## src/rtl/approx_err_monitor.sv

```systemverilog
// Error-statistics monitor for an approximate adder: compares each sample against the
// exact sum and accumulates count, error count, max error distance and sum of squared errors.
module approx_err_monitor #(
    parameter int W  = 16,
    parameter int CW = 32
) (
    input  logic                  clk,
    input  logic                  rst,
    input  logic                  start,
    input  logic                  stop,
    input  logic                  in_valid,
    output logic                  in_ready,
    input  logic [W-1:0]          in_a,
    input  logic [W-1:0]          in_b,
    input  logic [W:0]            in_approx,
    output logic                  res_valid,
    input  logic                  res_ready,
    output logic [CW-1:0]         res_count,
    output logic [CW-1:0]         res_err_count,
    output logic [W:0]            res_max_ed,
    output logic [2*W+2+CW-1:0]   res_sse,
    output logic                  busy
);

    localparam int QW = 2 * W + 2;
    localparam int SW = QW + CW;

    typedef enum logic [1:0] {
        S_IDLE,
        S_RUN,
        S_DRAIN,
        S_DONE
    } state_t;

    state_t r_state;
    state_t w_next_state;
    logic   r_drain_cnt;

    logic          w_accept;
    logic          w_start_ok;
    logic [W:0]    w_exact;
    logic [W:0]    w_ed;
    logic          r_s1_valid;
    logic [W:0]    r_s1_ed;

    logic [QW-1:0] w_ed_ext;
    logic [QW-1:0] w_sq;
    logic [SW:0]   w_sse_sum;

    logic [CW-1:0] r_count;
    logic [CW-1:0] r_err_count;
    logic [W:0]    r_max_ed;
    logic [SW-1:0] r_sse;

    // NOTE: state registers use <= so every flop samples pre-edge values; comb logic uses = with defaults first so no latches form.
    always_ff @(posedge clk or posedge rst) begin
        if (rst) begin
            r_state     <= S_IDLE;
            r_drain_cnt <= 1'b0;
        end else begin
            r_state     <= w_next_state;
            r_drain_cnt <= (r_state == S_DRAIN) ? ~r_drain_cnt : 1'b0;
        end
    end

    always_comb begin
        w_next_state = r_state;
        case (r_state)
            S_IDLE:  if (start)       w_next_state = S_RUN;
            S_RUN:   if (stop)        w_next_state = S_DRAIN;
            S_DRAIN: if (r_drain_cnt) w_next_state = S_DONE;
            S_DONE:  if (res_ready)   w_next_state = S_IDLE;
            default:                  w_next_state = S_IDLE;
        endcase
    end

    assign in_ready   = (r_state == S_RUN);
    assign busy       = (r_state != S_IDLE);
    assign res_valid  = (r_state == S_DONE);
    assign w_accept   = in_valid && in_ready;
    assign w_start_ok = start && (r_state == S_IDLE);

    // Stage 1: exact sum and unsigned error distance.
    assign w_exact = {1'b0, in_a} + {1'b0, in_b};
    assign w_ed    = (w_exact >= in_approx) ? (w_exact - in_approx) : (in_approx - w_exact);

    always_ff @(posedge clk or posedge rst) begin
        if (rst) begin
            r_s1_valid <= 1'b0;
            r_s1_ed    <= '0;
        end else begin
            r_s1_valid <= w_accept;
            if (w_accept) begin
                r_s1_ed <= w_ed;
            end
        end
    end

    // Stage 2: the square fits exactly in QW bits; the extra sum bit detects sse overflow.
    assign w_ed_ext  = {{(W + 1){1'b0}}, r_s1_ed};
    assign w_sq      = w_ed_ext * w_ed_ext;
    assign w_sse_sum = {1'b0, r_sse} + {{(CW + 1){1'b0}}, w_sq};

    always_ff @(posedge clk or posedge rst) begin
        if (rst) begin
            r_count     <= '0;
            r_err_count <= '0;
            r_max_ed    <= '0;
            r_sse       <= '0;
        end else if (w_start_ok) begin
            r_count     <= '0;
            r_err_count <= '0;
            r_max_ed    <= '0;
            r_sse       <= '0;
        end else if (r_s1_valid) begin
            if (!(&r_count)) begin
                r_count <= r_count + 1'b1;
            end
            if ((|r_s1_ed) && !(&r_err_count)) begin
                r_err_count <= r_err_count + 1'b1;
            end
            if (r_s1_ed > r_max_ed) begin
                r_max_ed <= r_s1_ed;
            end
            r_sse <= w_sse_sum[SW] ? {SW{1'b1}} : w_sse_sum[SW-1:0];
        end
    end

    assign res_count     = r_count;
    assign res_err_count = r_err_count;
    assign res_max_ed    = r_max_ed;
    assign res_sse       = r_sse;

endmodule
```

## config.mk

```make
export PLATFORM = sky130hd
export DESIGN_NAME = approx_err_monitor
export DESIGN_NICKNAME = d
export VERILOG_FILES = /design/src/rtl/approx_err_monitor.sv
export SDC_FILE = /design/constraint.sdc
export NUM_CORES = 1
export LEC_CHECK = 0
export ABC_AREA = 1
export BUFFER_PORTS_ARGS = -buffer_cell sky130_fd_sc_hd__buf_2
export CORE_MARGIN = 2
export CORE_UTILIZATION = 40
export DETAILED_ROUTE_END_ITERATION = 10
export HOLD_SLACK_MARGIN = 0.06
export PLACE_DENSITY = 0.67
export SETUP_SLACK_MARGIN = 0.1
export SKIP_CTS_REPAIR_TIMING = 1
export SLEW_MARGIN = 25
export SYNTH_ARGS = -nofsm -noshare
export SYNTH_HDL_FRONTEND = slang
export SYNTH_SLANG_ARGS = --single-unit
export TNS_END_PERCENT = 1
```

## constraint.sdc

```tcl
create_clock -name clk -period 9.4 [get_ports clk]
set_input_delay 1.88 -clock clk [delete_from_list [all_inputs] [get_ports clk]]
set_output_delay 1.88 -clock clk [all_outputs]
set_load 0.01 [all_outputs]
```

# --- After elaboration in Yosys (flattened, before gate mapping) ---
# Cells that the tools add are included.
totals:
  regBits: 168
  out_inout_bits: 150
  elab_cells: 61
classes:
  n_addsub: 6
  mul: 1
  n_lt_le_gt_ge: 2
  n_eq_ne: 8
  n_mux: 19
  bitwise_logic: 1
  reduce_logical: 16
op_table:
  columns: ["op", "count"]
  rows:
  - ["$mux W66", 3]
  - ["$mux W32", 6]
  - ["$mux W17", 4]
  - ["$add A66 B34 Y67", 1]
  - ["$add A32 B1 Y32 const B", 2]
  - ["$reduce_and A32 Y1", 2]
  - ["$mul A17 B17 Y34", 1]
  - ["$sub A17 B17 Y17", 2]
  - ["$add A16 B16 Y17", 1]
  - ["$ge A17 B17 Y1", 1]
  - ["$gt A17 B17 Y1", 1]
  - ["$reduce_or A17 Y1", 1]
  - ["$mux W2", 4]
  - ["$ne A2 B2 Y1 const B", 4]
  - ["$pmux W2 S4", 1]
  - ["$reduce_bool A2 Y1", 4]
  - ["$reduce_and A2 Y1", 3]
  - ["$eq A2 B2 Y1 const B", 2]
  - ["$reduce_and A4 Y1", 1]
  - ["$logic_and A1 B1 Y1", 3]
  - ["$eq A2 B1 Y1 const B", 1]
  - ["$logic_not A2 Y1", 1]
  - ["$ne A2 B1 Y1 const B", 1]
  - ["$logic_not A1 Y1", 1]
  - ["other kinds (2)", 2]

# --- Logic depth before layout (Yosys ltp) ---
logic_depth:
  word_depth: 6
  depth_mapped: 32
  ltp_nobuf: 29

# --- Worst setup path before layout ---
# No wires, ideal clock.
synth_path:
  path_type: "register to register"
  start: "reg r_s1_ed[5]"
  end: "reg r_sse[10], in the netlist res_sse[10]"
  arrival_time_ps: 5817
  path_slack_ps: 3452
  path_stages_with_launch: 29
  synth_period_minus_slack_ps: 5948
  cell_sequence: "dfrtp_1 > clkbuf_1 > buf_1 > nand2_1 > fa_1 > inv_1 > fa_1 > inv_1 > fa_1 > inv_1 > fa_1 > fa_1 > inv_1 > fa_1 > inv_1 > ha_1 > nand2_1 > nand2_1 > nand2_1 > nand2_1 > a21oi_1 > nand2_1 > nand2_1 > nand2_2 > nand2_1 > nand2_2 > buf_4 > o21ai_0 > o21ai_0"
synth_via:
  elab_chain_cells: 5
synth_lines:
  columns: ["item", "line_no", "rtl"]
  rows:
  - ["from (decl)", "44", "logic [W:0] r_s1_ed;"]
  - ["from (signal assigned)", "94", "r_s1_ed <= w_ed;"]
  - ["$mul A17 B17 Y34", "101", "assign w_sq = w_ed_ext * w_ed_ext;"]
  - ["$add A66 B34 Y67", "102", "assign w_sse_sum = {1'b0, r_sse} + {{(CW + 1){1'b0}}, w_sq};"]
  - ["$mux W66", "125", "r_sse <= w_sse_sum[SW] ? {SW{1'b1}} : w_sse_sum[SW-1:0];"]
  - ["$mux W66", "115", "end else if (r_s1_valid) begin"]
  - ["$mux W66", "110", "end else if (w_start_ok) begin"]
  - ["to (signal assigned)", "125", null]
  - ["to (decl)", "53", "logic [SW-1:0] r_sse;"]
# No other way between the ends. The select of a mux whose other input is x is not followed.
# A chain may end at the register's enable or synchronous reset.

# --- Worst setup path in the final report ---
layout_path:
  start: "reg r_s1_ed[15]"
  end: "reg r_sse[6], in the netlist res_sse[6]"
# Same word-level chain as after synthesis.

==> flow_summary.yaml <==
layout:
  fill_cells: 6017
  final_area_um2: 25610
  diodes: 0
  drive_gt1_share_pct: 8.818
  postLayoutCoreUtil_pct: 44.31
  seq_area_um2: 4204
  fin_nets: 3986
  area_growth_syn_to_layout_pct: 9.283
  multi_input_area_um2: 15910
timing:
  rsz0062_at_grt: "false"
  holdWs_ns: 0.4185
  slew_headroom_pct: 36.26
  slew_violations: 0
  finalSetupTns_ns: 0
  tightest_slew_ns: 0.9562
  skew_ns: 0.01320
  hold_violations: 0
  max_freq_mhz: 147.4
  setup_viol: 0
  period_needed_ns: 6.786
  finalCritPeriodShare_pct: 72.19
grt:
  grt_pass1_wl_um: 108700
  grt_max_degree: 95
  overflow: 0
  grt_pass1_vias: 21230
  grt_use_total_pct: 22.64
  antenna_found_initial: 0
critical_path:
  criticalPathCategory: "reg2reg"
  timing.rr.end: "res_sse[6]$_DFFE_PP0P_"
  worstSetupEndpoint: "res_sse[6]$_DFFE_PP0P_"
  startpoint_type: "flip-flop"
  reg2regPathDepth: 23
  timing.reg2reg.setup_slack_ns: 2.61
  required_ns: 9.74
  r2r_start: "r_s1_ed[15]$_DFFE_PP0P_"
  crit_path_start: "r_s1_ed[15]$_DFFE_PP0P_"
  cp.arrival_ns: 7.13
  path_max_fanout: 31
  critPathCaptureType: "flip-flop"
die:
  ioPinCount: 205
  die_width_um: 246.1
  die_y_um: 246.1
  start_util_pct: 40.55
  core_um2: 57810
  row_count: 88
  die_area_um2: 60550
min_path:
  hp-class: "reg2reg"
  hold_start: "r_drain_cnt$_DFF_PP0_"
routing:
  first_iter_violations: 1268
  firstDrtPassIters: 5
  avgViaCountPerCell: 4.907
  ant_nets: 0
  drcViolationCount: 0
  wl_per_cell_um: 15.24
  num_vias: 21060
  wirelength_um: 65410
placed_design:
  gp_congestion: 0.9515
  io_buffers: 204
  dpl.hpwl_um: 52280
  placed_area_um2: 25030
synthesis:
  synth.area.top_cells: "fa_1, dfrtp_1, nand2_1"
  synth_top_cell_area_share_pct: 19.39
  ys_warn_count: 0
  synth_top_cell_by_area: "fa_1"
  syn-num-nets: 3843
  synth.distinct_cells: 49
  seq_area_frac_synth_pct: 17.94
  yosysMostFrequentCell: "nand2_1"
  synthArstFlopShare_pct: 100.0
  syn_area_per_cell_um2: 6.953
  ys_ff_latch: 168
  synthCells: 3371
  syn_area_um2: 23440
  synth_edf_count: 0
  synth_commonest_cells: "nand2_1, inv_1, fa_1"
  ys.flop_type: "dfrtp_1"
outcome:
  outcome: "finished clean"
clock_tree:
  clk_latency_ns: 0.51
  cts_buffer_depth: 2
  cts_tree: "done"
  cts_num_sinks: 168
  cts-root-buf: "clkbuf_16"
  clk_pin_slew_ns: 0.07
  cts_buffers: 17
  cts_max_level: 4
job:
  cap_violations: 0
## critical path, stage by stage, from the launching register on
cell,delay (ns)
dfrtp_1,0.92
nand2_1,0.26
fa_1,0.57
inv_1,0.05
fa_1,0.51
fa_1,0.53
fa_1,0.52
fa_1,0.55
inv_1,0.05
fa_1,0.52
inv_1,0.04
ha_1,0.34
nand2_1,0.15
inv_1,0.05
a21oi_1,0.24
nand2_1,0.11
nand2_1,0.07
nand2_1,0.07
inv_1,0.07
nand2_2,0.07
nand2_1,0.07
nand2_2,0.35
o21ai_0,0.36
o21ai_0,0.14
## area by class of cell
type | instances | area share (%)
clock inverters | 7 | 0.2247
clock buffers | 25 | 2.013
inverters | 767 | 11.28
multi-input cells | 2349 | 62.13
flip-flops and latches | 168 | 16.41
well taps | 765 | 3.737
repair buffers | 211 | 4.206
## metal layers
| metal | GRT usage, % | wire length [um] |
|---|---|---|
| met1 | 28.96 | 28120 |
| met2 | 39.05 | 31640 |
| met3 | 3.660 | 3956 |
| met4 | 6.863 | 1695 |
| met5 | 0 | 0 |
## flip-flops by register name, indices dropped and copies added (netlist names)
| register | count |
|---|---|
| res_count | 32 |
| r_s1_valid | 1 |
| res_err_count | 32 |
| r_s1_ed | 17 |
| res_sse | 66 |
| res_max_ed | 17 |
| r_drain_cnt | 1 |
| r_state | 2 |
## logic make-up after synthesis
logic type      count (synthesis)  synth area share, %
mux                             1              0.04804
xor+xnor                      108                4.036
buf+inv                       854                14.27
compound gates                263                6.486
flops                         168                17.94
simple gates                 1560                27.69
fa+ha+maj                     417                29.53
## through the flow
stage / setup WS (ns) / cells
2_1_floorplan: 2.973 / 3371
3_3_place_gp: 2.846 / 4260
3_5_place_dp: 2.611 / 4260
4_1_cts: 2.588 / 4292
5_1_grt: 2.125 / 4292
6_report: 2.614 / 4292
## worst min path at each step
| stage | cells past startpoint | slack, ns | to |
|---|---|---|---|
| global placement | 1 | 0.41 | r_drain_cnt$_DFF_PP0_ |
| finish | 1 | 0.42 | r_drain_cnt$_DFF_PP0_ |
| CTS | 1 | 0.42 | r_drain_cnt$_DFF_PP0_ |
| floorplan | 1 | 0.39 | r_drain_cnt$_DFF_PP0_ |
| detailed placement | 1 | 0.41 | r_drain_cnt$_DFF_PP0_ |
| global route | 1 | 0.43 | r_drain_cnt$_DFF_PP0_ |
## cells in the final DEF, fill, tap and decap left out, types with 9 or more instances in the layout
cell and n:
buf_2 204, fa_1 227, xor2_1 94, xnor2_1 14, o21ai_0 88, nand3b_1 9
o21bai_1 12, nand3_1 175, o21ai_1 11, nor2_2 11, nand2_2 14, ha_1 190
inv_1 761, clkbuf_16 17, nand4_1 29, a21o_1 9, a21oi_1 85, o31ai_1 23
o21ai_2 10, nand2_1 1034, nor2_1 195, nor3_1 50, dfrtp_1 168, nor4_1 14
Power is left out: the tool's default activity adds up to more than one toggle a clock period on the data nets, which glitch-free logic cannot reach.
